<file path="config.mk">
export PLATFORM = sky130hd
export DESIGN_NAME = ham_rx_deserializer
export DESIGN_NICKNAME = d
export VERILOG_FILES = /design/src/rtl/ham_pkg.sv /design/src/rtl/ham_sync.sv /design/src/rtl/ham_rx_deserializer.sv
export SDC_FILE = /design/constraint.sdc
export NUM_CORES = 1
export LEC_CHECK = 0
export ABC_AREA = 1
export ABC_CLOCK_PERIOD_IN_PS = 1200
export CAP_MARGIN = 25
export CORE_MARGIN = 2
export CORE_UTILIZATION = 47
export CTS_BUF_LIST = sky130_fd_sc_hd__clkbuf_8 sky130_fd_sc_hd__clkbuf_16
export DETAILED_ROUTE_END_ITERATION = 8
export GPL_ROUTABILITY_DRIVEN = 0
export PLACE_DENSITY = 0.74
export SYNTH_ARGS = -nofsm -noshare
export SYNTH_HDL_FRONTEND = slang
export SYNTH_HIERARCHICAL = 1
export SYNTH_SLANG_ARGS = --single-unit
</file>
<file path="constraint.sdc">
create_clock -name clk -period 1.2 [get_ports clk]
set_clock_uncertainty 0.1 [all_clocks]
set_input_delay 0.18 -clock clk [delete_from_list [all_inputs] [get_ports clk]]
set_output_delay 0.18 -clock clk [all_outputs]
set_load 0.05 [all_outputs]
</file>
<file path="src/rtl/ham_pkg.sv">
// Shared constants and types for the Hamming serial receive path.
// Holds the codeword width and the receiver state encoding.
package ham_pkg;
  localparam int CW_W = 7;
  localparam int DATA_W = 4;
  localparam logic STOP_BIT = 1'b1;

  typedef enum logic [1:0] {
    IDLE,
    DATA,
    STOP
  } rx_state_t;
endpackage

</file>
<file path="src/rtl/ham_sync.sv">
// Multi-flop synchronizer for the asynchronous serial line.
// Resets to 1 so a reset line looks idle.
module ham_sync #(
  parameter int STAGES = 2
) (
  input  logic clk,
  input  logic rst_n,
  input  logic d,
  output logic q
);
  logic [STAGES-1:0] ff;

  always_ff @(posedge clk or negedge rst_n) begin
    if (!rst_n) ff <= '1;
    else ff <= {ff[STAGES-2:0], d};
  end

  assign q = ff[STAGES-1];
endmodule

</file>
<file path="src/rtl/ham_rx_deserializer.sv">
// Serial-to-parallel receiver for 7-bit Hamming codewords with a
// one-entry valid/ready holding register and overrun tracking.
module ham_rx_deserializer
  import ham_pkg::*;
#(
  parameter int SYNC_STAGES = 2
) (
  input  logic            clk,
  input  logic            rst_n,
  input  logic            ser_in,
  input  logic            bit_tick,
  output logic [CW_W-1:0] cw_out,
  output logic            cw_valid,
  input  logic            cw_ready,
  output logic            frame_err,
  output logic            overrun,
  input  logic            ovr_clr,
  output logic [7:0]      frame_cnt
);
  rx_state_t       state, state_nxt;
  logic [2:0]      bit_cnt;
  logic [CW_W-1:0] shreg;
  logic            sample;
  logic            stop_tick;
  logic            offer, bad_stop;
  logic            busy, load, drop;

  ham_sync #(.STAGES(SYNC_STAGES)) u_sync (
    .clk  (clk),
    .rst_n(rst_n),
    .d    (ser_in),
    .q    (sample)
  );

  assign stop_tick = bit_tick && (state == STOP);
  assign offer     = stop_tick && (sample == STOP_BIT);
  assign bad_stop  = stop_tick && (sample != STOP_BIT);
  assign busy      = cw_valid && !cw_ready;
  assign load      = offer && !busy;
  assign drop      = offer && busy;

  always_ff @(posedge clk or negedge rst_n) begin
    if (!rst_n) state <= IDLE;
    else state <= state_nxt;
  end

  always_comb begin
    state_nxt = state;
    unique case (state)
      IDLE: if (bit_tick && !sample) state_nxt = DATA;
      DATA: if (bit_tick && bit_cnt == 3'd6) state_nxt = STOP;
      STOP: if (bit_tick) state_nxt = IDLE;
      default: state_nxt = IDLE;
    endcase
  end

  always_ff @(posedge clk or negedge rst_n) begin
    if (!rst_n) begin
      bit_cnt <= '0;
      shreg   <= '0;
    end else if (bit_tick) begin
      if (state == IDLE && !sample) begin
        bit_cnt <= '0;
      end else if (state == DATA) begin
        shreg[bit_cnt] <= sample;
        bit_cnt        <= bit_cnt + 3'd1;
      end
    end
  end

  // A word consumed in the same cycle frees the slot for the new offer.
  always_ff @(posedge clk or negedge rst_n) begin
    if (!rst_n) begin
      cw_out    <= '0;
      cw_valid  <= 1'b0;
      frame_cnt <= '0;
    end else if (load) begin
      cw_out    <= shreg;
      cw_valid  <= 1'b1;
      frame_cnt <= frame_cnt + 8'd1;
    end else if (cw_valid && cw_ready) begin
      cw_valid <= 1'b0;
    end
  end

  always_ff @(posedge clk or negedge rst_n) begin
    if (!rst_n) begin
      frame_err <= 1'b0;
      overrun   <= 1'b0;
    end else begin
      frame_err <= bad_stop;
      if (drop) overrun <= 1'b1;
      else if (ovr_clr) overrun <= 1'b0;
    end
  end
endmodule

</file>
==> impl_results.md, run 1 <==
- Synthesis Warnings: 6
- Commonest cells after routing, fill and taps aside: 54 x nand2_1, 31 x buf_4, 21 x dfrtp_1, 20 x buf_12, 16 x nand2_2
- Synth cell types: 22
- RSZ-0062 raised after global routing: true
- RR Endpoint: frame_cnt[7]$_DFFE_PN0P_
- Layout filler cell count: 147
- DRC violations left: 0
- Commonest non-fill, non-tap cell in the layout: nand2_1
- Vias/cell: 5.464
- Routed wire length per instance: 17.45 um
- Area growth syn-to-layout: 72.63%
- CP Depth: 7
- Dpl hpwl: 2307 um
- Max Slew Vio Count: 0
- Arr. time, crit path: 1.52 ns
- Die height: 59.88 um
- CTS Root Cell: clkbuf_8
- CP max stage delay: 0.42 ns
- Critical Path RT: 1.27 ns
- CTS H-tree lvls: 2
- Number of synthesized flops with an enable pin: 0
- Overflow after GRT: 0
- Crit Path Class: reg2reg
- Total power: 4.040 mW
- VDD IR max: 1.269 mV
- Vias: 1519
- WP buf/inv: 0
- Status: finished, violations left
- RR Startpoint: frame_cnt[1]$_DFFE_PN0P_
- Core ar.: 3003 um2
- Final ANT Viol Nets: 0
- Worst Setup SP: frame_cnt[1]$_DFFE_PN0P_
- Min Hold Slack: 0.1654 ns
- CP delay by family, top: simple AND/OR/NAND/NOR gates
- Syn_nets: 185
- MaxCap Viol Count: 0
- Initial antenna violation count: 0
- Die footprint: 3586 um2
- Mapped Area: 1468 um2
- Starting Density: 48.88%
- Number of global-route vias before repair: 1420
- Post-layout min period: 1.447 ns
- Ys async rst share: 100.0%
- Rows: 20
- Synth Register Bits: 32
- Seq/Total Area, Yosys: 54.73%
- Mapped Cells: 176
- Setup ws final: -0.2474 ns
- CTS buffer count: 5
- Crit end category: flip-flop
- FF-to-FF setup slack: -0.25 ns
- Crit path max fanout: 4
- Iter 0 DRT Violations: 118
- P_leak: 1.229 nW
- Fraction of the cycle the final worst path needs: 120.6%
- Actual slew at the worst max-slew pin: 0.2697 ns
- Placed Area: 2123 um2
- Crit path capture: frame_cnt[7]$_DFFE_PN0P_
- Pwr Density: 1595 nW/um2
- Fmax: 690.9 MHz
- Total track usage: 25.02%
- Worst-Skew Late Latency: 0.29 ns
- Io pins: 24
- WL final: 4850 um
- Failing checks: negative setup slack
- Antenna Cells: 0
- HP Class: in2async
- First drt pass iteration count: 4
- Largest net degree at the start of global routing: 33
- Worst R2R Path Depth: 7
- CTS tree: built
- Multi-input gate area: 710.7 um2
- Share of layout cells above drive strength 1: 50.20%
- Clk slew on worst S/H paths: 0.07 ns
- Setup TNS: -3.931 ns
- Most frequent CP cell: nand2_1
- CP max-delay cell: dfrtp_2
- Buffers on Ports: 23
- Mapped Avg Cell Area: 8.339 um2
- Setup violations, final: 34
- Max clock buf depth: 2
- Die width: 59.88 um
- Sequential Area: 814.5 um2
- Synth Flop Type: dfrtp_1
- Net count reported at finish: 254
- Post-route cell area: 2534 um2
- Crit-path cells: nand2_1 -> nor2_2 -> nand2_1 -> nand2_1 -> nand2_1 -> nand2_1 -> nand2_1
- Clk sinks: 32
- Worst setup SP type: flip-flop
- First-pass GRT wire length: 6354 um
- Final Hold Viols: 0
- Slew margin rel.: 82.00%
per-stage QoR:
stage | utilization (%) | setup slack, ns | cells
floorplan | - | -0.1707 | 176
global placement | 70.71 | -0.2774 | 254
detailed placement | 70.71 | -0.3324 | 254
CTS | 78.50 | -0.1139 | 272
global route | 84.38 | -0.2798 | 278
finish | 84.38 | -0.2474 | 278
routing by layer:
metal	GRT usage (%)	wire length, um	vias to the layer above
met5	0	0	-
met4	14.29	245	0
met3	8.009	236	31
met2	44.41	2676	72
met1	25.49	1691	732
li1	-	-	684
cell type report:
cell class              count  area share [%]
clock buffers               7           3.802
inverters                  19           3.309
multi-input cells         123           28.05
flip-flops and latches     32           32.15
well taps                  33           1.630
repair buffers             64           31.06
registers in the layout (all words and copies together) (netlist names):
name,count
cw_out,7
shreg,7
frame_err,1
u_sync/ff,2
overrun,1
cw_valid,1
state,2
frame_cnt,8
bit_cnt,3
power breakdown:
group / switching [mW] / internal, mW / total [mW]
registers: 0.222 / 1.31 / 1.53
clock network: 0.378 / 0.510 / 0.888
logic: 0.887 / 0.737 / 1.62
worst min-delay path by stage:
stage,start,to,slack (ns),cells after the start
6_report,rst_n,frame_cnt[2]$_DFFE_PN0P_,0.17,2
5_1_grt,rst_n,frame_cnt[6]$_DFFE_PN0P_,0.17,2
4_1_cts,rst_n,frame_cnt[5]$_DFFE_PN0P_,0.17,2
3_5_place_dp,u_sync/ff[0]$_DFF_PN1_,u_sync/ff[1]$_DFF_PN1_,0.25,0
3_3_place_gp,u_sync/ff[0]$_DFF_PN1_,u_sync/ff[1]$_DFF_PN1_,0.25,0
2_1_floorplan,rst_n,bit_cnt[0]$_DFFE_PN0P_,-0.22,0
worst reg2reg max path: cells and delay by family, from the launching register on:
family | cells | cell delay (ns)
simple gates | 7 | 0.81
flops | 1 | 0.42
cell families (layout without fill, tap and decap cells):
family	count (synthesis)	count (layout)	synth area share (%)
adder cells (fa/ha/maj)	3	3	2.558
AND/OR/NAND/NOR	103	103	29.75
AO/OA/AOI/OAI	13	13	4.519
buffers and inverters	21	90	6.052
flip-flops	32	32	54.73
XOR/XNOR	4	4	2.387
Yosys cell counts (all sizes together) (2+ instances only):
master | instances | share of area, %
dfstp | 2 | 3.6
inv | 18 | 4.6
nor2 | 11 | 3.8
dfrtp | 30 | 51
o21ai | 12 | 4.1
xor2 | 2 | 1.2
ha | 3 | 2.6
nand2 | 76 | 20
nand4 | 2 | 0.85
xnor2 | 2 | 1.2
nand3 | 12 | 4.1
buf | 2 | 1.1
what timing repair did:
item,in CTS,in global routing
setup buffers,11,5
gates cloned,0,1
endpoints found under the setup margin,30,36
gates resized for setup,24,37
pin swaps,6,13
hold buffers,0,0
(Power assumes the default switching activity.)
==> inputs of run 2 (changes only) <==
Settings changed: CTS_CLUSTER_DIAMETER from default to 50.
==> results of run 2 <==
Final layout, timing and power as in run 1 (identical DEF).
